[config.mk]
export PLATFORM = sky130hd
export DESIGN_NAME = pcie_lector
export DESIGN_NICKNAME = d
export VERILOG_FILES = /design/src/rtl/pcie_lector.sv
export SDC_FILE = /design/constraint.sdc
export NUM_CORES = 1
export LEC_CHECK = 0
export CORE_MARGIN = 4
export CORE_UTILIZATION = 28
export CTS_CLUSTER_SIZE = 40
export DETAILED_ROUTE_END_ITERATION = 8
export PLACE_DENSITY_LB_ADDON = 0.12
export SLEW_MARGIN = 15
export SYNTH_ARGS = -nofsm -noshare
export SYNTH_HDL_FRONTEND = slang
export SYNTH_SLANG_ARGS = --single-unit
[constraint.sdc]
create_clock -name clk -period 1.5 [get_ports clk]
set_clock_uncertainty 0.05 [all_clocks]
set_input_delay 0.3 -clock clk [delete_from_list [all_inputs] [get_ports clk]]
set_output_delay 0.3 -clock clk [all_outputs]
set_load 0.03 [all_outputs]
[src/rtl/pcie_lector.sv]
// Reads words from the two PCIe output FIFOs D0/D1 round-robin and delivers them
// two cycles after each pop, with per-source counts and a destination-bit check.
module pcie_lector #(
  parameter int DATA_W = 6,
  parameter int CNT_W  = 8
) (
  input  logic              clk,
  input  logic              reset_L,
  input  logic              init,
  input  logic              empty_D0,
  input  logic              empty_D1,
  input  logic [DATA_W-1:0] data_out0,
  input  logic [DATA_W-1:0] data_out1,
  input  logic              idle_out,
  input  logic              error_out,
  input  logic              hold,
  output logic              pop_D0,
  output logic              pop_D1,
  output logic [DATA_W-1:0] data_rx,
  output logic              valid_rx,
  output logic              src_rx,
  output logic [CNT_W-1:0]  cnt_D0,
  output logic [CNT_W-1:0]  cnt_D1,
  output logic              err_rx,
  output logic              done,
  output logic [1:0]        state_dbg
);

  typedef enum logic [1:0] {
    INIT   = 2'd0,
    ACTIVE = 2'd1,
    HALT   = 2'd2
  } state_t;

  localparam logic [CNT_W-1:0] CNT_ONE = {{(CNT_W-1){1'b0}}, 1'b1};
  localparam logic [CNT_W-1:0] CNT_MAX = {CNT_W{1'b1}};

  state_t            state, state_nx;
  logic              pend_v;
  logic              pend_src;
  logic              last_src;
  logic [DATA_W-1:0] word;

  assign state_dbg = state;
  assign word      = pend_src ? data_out1 : data_out0;

  always_ff @(posedge clk or negedge reset_L) begin
    if (!reset_L) begin
      state <= INIT;
    end else begin
      state <= state_nx;
    end
  end

  // Pop strobes act as the read handshake: a FIFO is popped only in a cycle where
  // its empty flag is low, and its word appears on data_outX in the following cycle.
  always_comb begin
    state_nx = state;
    pop_D0   = 1'b0;
    pop_D1   = 1'b0;
    if (init) begin
      state_nx = INIT;
    end else begin
      case (state)
        INIT:    state_nx = ACTIVE;
        ACTIVE:  if (error_out || err_rx) state_nx = HALT;
        default: state_nx = HALT;
      endcase
    end
    // A flagged routing error stops new pops in the very cycle it is reported.
    if (state == ACTIVE && !hold && !init && !err_rx) begin
      if (!empty_D0 && (empty_D1 || last_src)) begin
        pop_D0 = 1'b1;
      end else if (!empty_D1) begin
        pop_D1 = 1'b1;
      end
    end
  end

  assign done = (state == ACTIVE) && idle_out && empty_D0 && empty_D1 && !pend_v;

  always_ff @(posedge clk or negedge reset_L) begin
    if (!reset_L) begin
      pend_v   <= 1'b0;
      pend_src <= 1'b0;
      last_src <= 1'b1;
      valid_rx <= 1'b0;
      data_rx  <= '0;
      src_rx   <= 1'b0;
      cnt_D0   <= '0;
      cnt_D1   <= '0;
      err_rx   <= 1'b0;
    end else if (init) begin
      pend_v   <= 1'b0;
      pend_src <= 1'b0;
      last_src <= 1'b1;
      valid_rx <= 1'b0;
      data_rx  <= '0;
      src_rx   <= 1'b0;
      cnt_D0   <= '0;
      cnt_D1   <= '0;
      err_rx   <= 1'b0;
    end else begin
      pend_v   <= pop_D0 | pop_D1;
      valid_rx <= pend_v;
      if (pop_D0 | pop_D1) begin
        pend_src <= pop_D1;
        last_src <= pop_D1;
      end
      // Outstanding pops complete regardless of state, so HALT and hold still deliver.
      if (pend_v) begin
        data_rx <= word;
        src_rx  <= pend_src;
        if (word[DATA_W-2] != pend_src) err_rx <= 1'b1;
        if (pend_src) begin
          if (cnt_D1 != CNT_MAX) cnt_D1 <= cnt_D1 + CNT_ONE;
        end else begin
          if (cnt_D0 != CNT_MAX) cnt_D0 <= cnt_D0 + CNT_ONE;
        end
      end
    end
  end

endmodule

# Yosys cells after proc, flatten, opt, wreduce, memory -nomap -nowiden
# Index checks and enable logic that the tools add are counted.
[classes]
bitwise_logic = 1
mux = 29
eq_ne = 6
reduce_logical = 25
n_addsub = 2
[ops]
columns = ["op", "count"]
rows = [
  ["2-to-1 mux 8 bit", 8],
  ["2-to-1 mux 6 bit", 3],
  ["adder 8 x 1 -> 8 bit, second input constant", 2],
  ["!= test 8 bit, second input constant", 2],
  ["2-to-1 mux 1 bit", 15],
  ["nonzero test 2 bit", 6],
  ["logical AND 1 bit", 8],
  ["AND reduction 3 bit", 2],
  ["zero test 1 bit", 5],
  ["2-to-1 mux 2 bit", 2],
  ["one-hot mux 2 bit (2 select lines)", 1],
  ["!= test 3 bit, second input constant", 1],
  ["== test 2 x 1 -> 1 bit, second input constant", 1],
  ["zero test 2 bit", 1],
  ["logical OR 1 bit", 2],
  ["!= test 2 bit, second input constant", 1],
  ["AND reduction 2 bit", 1],
  ["!= test 1 bit", 1],
  ["OR 1 bit", 1],
]
[word_totals]
output_inout_bits = 30
regBits = 30

# Depth between registers and ports, before layout
[depth]
ltp_word = 8
ltp_mapped = 6
ltp_nobuf = 5

# Worst setup path before layout
# Ideal clock, no wire load.
[synth_timing]
path_kind = "register -> output"
from = "reg state[1], in the netlist state_dbg[1]"
to = "out pop_D0"
slack_ns = -0.733
arrival_time_ns = 1.883
stages_incl_launch_ff = 4
n_path_buf = 0
cell_sequence = "dfrtp_1 nand2b_1 or4_4 nor3_1"
[synth_between]
elab_chain_cells = 5
[synth_rtl]
columns = ["element", "line", "text"]
rows = [
  ["start, declared", "38", "state_t state, state_nx;"],
  ["start signal, assigned", "51", "state <= state_nx;"],
  ["== test 2 x 1 -> 1 bit", "71", "if (state == ACTIVE && !hold && !init && !err_rx) begin"],
  ["logical AND 1 bit (3 in a row)", "71", ""],
  ["2-to-1 mux 1 bit", "71", ""],
  ["end, declared", "17", "output logic pop_D0,"],
]
# Every way passes these cells.

# Worst setup path in the final report
[layout_timing]
from = "reg state[1], in the netlist state_dbg[1]"
to = "out pop_D1"
[layout_between]
elab_chain_cells = 5
[layout_rtl]
columns = ["element", "line", "text"]
rows = [
  ["== test 2 x 1 -> 1 bit", "71", ""],
  ["logical AND 1 bit (3 in a row)", "71", ""],
  ["2-to-1 mux 1 bit", "71", ""],
  ["end, declared", "18", "output logic pop_D1,"],
]
# Every way passes these cells.

==> results.json <==
{
  "port_buffers": 49,
  "criticalPathCategory": "reg2out",
  "multiInputGateArea_um2": 868,
  "pwr-share-clk_pct": 36.9,
  "clkTransAtPathRegs_ns": 0.06,
  "cts.sinks": 30,
  "switchingPower_mw": 0.426,
  "slew_viol_final": 0,
  "fin_crit_sh_pct": 132,
  "dieArea_um2": 6790,
  "fp.coreArea_um2": 5240,
  "rsz0062_at_grt": "yes",
  "status": "finished, violations left",
  "hold_buffers": 0,
  "ant_nets": 0,
  "hold_ws_ns": 0.326,
  "syn_area_per_cell_um2": 9.93,
  "insertion_delay_ns": 0.28,
  "cts-buffers-inserted": 5,
  "die_w_um": 82.4,
  "antenna_found_initial": 0,
  "synthArstFlopShare_pct": 100,
  "p_int_mw": 1.32,
  "final_common_cell": "buf_4",
  "power_density_nw_per_um2": 675,
  "vias": 1534,
  "layout.nets": 268,
  "max_stage_delay_ns": 0.46,
  "wl_per_cell_um": 13.8,
  "arrival_ns": 1.63,
  "final_util_pct": 49.5,
  "cts_root_buf": "clkbuf_8",
  "globalplace.congestion": 0.794,
  "hp-class": "in2async",
  "hold_violations": 0,
  "swShare_pct": 24.4,
  "rows": 26,
  "cp.required_ns": 1.15,
  "cp-start-kind": "flop",
  "regArea_um2": 762,
  "synthFlopType": "dfrtp_1",
  "finalWirelength_um": 4360,
  "worst_pin_slew_ns": 0.326,
  "post_synth_num_cell_types": 37,
  "grt_overflow": 0,
  "cts_tree": "done",
  "drv_cap": 0,
  "final_cell_mix": "buf_4 (45), nor2_1 (27), dfrtp_1 (21)",
  "ys_seq_elements": 30,
  "cpMaxStageDelayCell": "or4_4",
  "cts_max_level": 2,
  "die_h_um": 82.4,
  "fin_ws_ns": -0.484,
  "max_freq_mhz": 504,
  "ys_seq_area_share_pct": 48.5,
  "cp_max_fo": 3,
  "ir_drop_mv": 0.356,
  "setup_viol": 7,
  "leakagePower_nw": 1.22,
  "syn_area_um2": 1550,
  "area_growth_pct": 67.2,
  "ios": 50,
  "grt_pass1_wl_um": 7380,
  "violations": "negative setup slack",
  "clockBufferDepth": 2,
  "min_period_ns": 1.98,
  "path_cells": "nand2b_4, or4_4, nor2_4, and2_4, buf_6",
  "startpoint": "state_dbg[1]",
  "reg2reg_from": "state_dbg[1]",
  "power_frac_comb_pct": 14.9,
  "grt_max_degree": 30,
  "fill_cells": 503,
  "yosysWarnings": 0,
  "dpl.hpwl_um": 3330,
  "vias_per_cell": 4.85,
  "max-slew-margin-rel_pct": 78.3,
  "drcViolationCount": 0,
  "postSynthCellCount": 156,
  "synth_edf_count": 0,
  "synth_fp_nets": 178,
  "seqPwrFrac_pct": 48.2,
  "dr.pass1.iters": 4,
  "grt_pass1_vias": 1668,
  "drive_gt1_share_pct": 36.2,
  "drt_iter0_markers": 31,
  "grt.total_usage_pct": 14.4,
  "antenna_cells": 0,
  "end_kind": "output port",
  "start_util_pct": 29.6
}
## critical path, delay by kind of cell (launching register included)
kind	cells	cell delay, ns
DFF	1	0.40
buffers and inverters	1	0.12
and+or+nand+nor	4	0.85
## worst paths after layout
| path | to | slack, ns | depth (start not counted) |
|---|---|---|---|
| worst max-delay path | pop_D1 | -0.48 | 5 |
| worst min-delay path | pend_v | 0.33 | 2 |
| worst max register to register | pend_src | -0.22 | 7 |
| worst min register to register | src_rx | 0.47 | 2 |
| max in group asynchronous | cnt_D1[1] | 0.83 | 2 |
| min in group clk | pend_v | 0.40 | 2 |
## per-layer routing
metal / track usage, % / routed length [um] / share of wire [%]
met2: 26.2 / 2310 / 53
met1: 15.3 / 1750 / 40
met5: 0 / 0 / 0
met4: 6.48 / 68 / 1.6
met3: 4.01 / 240 / 5.5
## kinds of logic (layout without fill, tap and decap cells)
family | after synthesis | after routing | share of synthesized area, %
compound gates | 26 | 26 | 11.2
xor+xnor | 5 | 5 | 2.83
fa+ha+maj | 2 | 2 | 1.62
buf+inv | 12 | 102 | 3.63
flops | 30 | 30 | 48.5
mux | 13 | 13 | 8.80
simple gates | 68 | 68 | 23.3
## power groups by stage
stage / clock, mW / sequential [mW] / combinational, mW
6_report: 0.644 / 0.842 / 0.261
5_1_grt: 0.713 / 0.844 / 0.286
4_1_cts: 0.674 / 0.843 / 0.260
3_5_place_dp: 0 / 0.858 / 0.261
3_3_place_gp: 0 / 0.857 / 0.255
2_1_floorplan: 0 / 0.887 / 0.0843
## timing repair
| action | 4_1_cts | 5_1_grt |
|---|---|---|
| resized for setup | 35 | 19 |
| pin swaps | 1 | 9 |
| cloned | 0 | 0 |
| setup buffers | 5 | 2 |
| setup endpoints to repair | 27 | 18 |
## synthesized netlist by cell type, types with 4 or more instances
cell type	instances	area share (%)
nor2_1	30	7.3
dfrtp_1	29	47
mux2i_1	11	7.1
a21oi_1	8	2.6
a211oi_1	7	3.4
nor3_1	6	1.9
inv_1	5	1.2
nand2_1	5	1.2
nand3_1	5	1.6
nor2b_1	4	1.6
## flip-flops by register name, indices dropped and copies added, names as in the netlist
signal and cells:
cnt_D0 8, cnt_D1 8, data_rx 6, err_rx 1
last_src 1, pend_src 1, pend_v 1, src_rx 1
state_dbg 2, valid_rx 1
## through the flow
step / total power, mW / setup WS (ns) / instance area, um^2 / std cells / setup TNS, ns
final: 1.75 / -0.484 / 2590 / 316 / -1.41
after global routing: 1.84 / -0.559 / 2590 / 316 / -1.94
after CTS: 1.78 / -0.544 / 2520 / 315 / -1.28
after detailed placement: 1.12 / -0.635 / 2390 / 303 / -2.68
after global placement: 1.11 / -0.573 / 2390 / 303 / -2.32
after floorplan: 0.971 / -0.289 / 1610 / 156 / -1.08
## area by class of cell
class,instances,area share [%]
clock buffers,7,3.33
repair buffers,90,29.6
multi-input cells,114,33.5
inverters,5,0.725
well taps,70,3.38
flip-flops and latches,30,29.4
(Power assumes the default switching activity.)
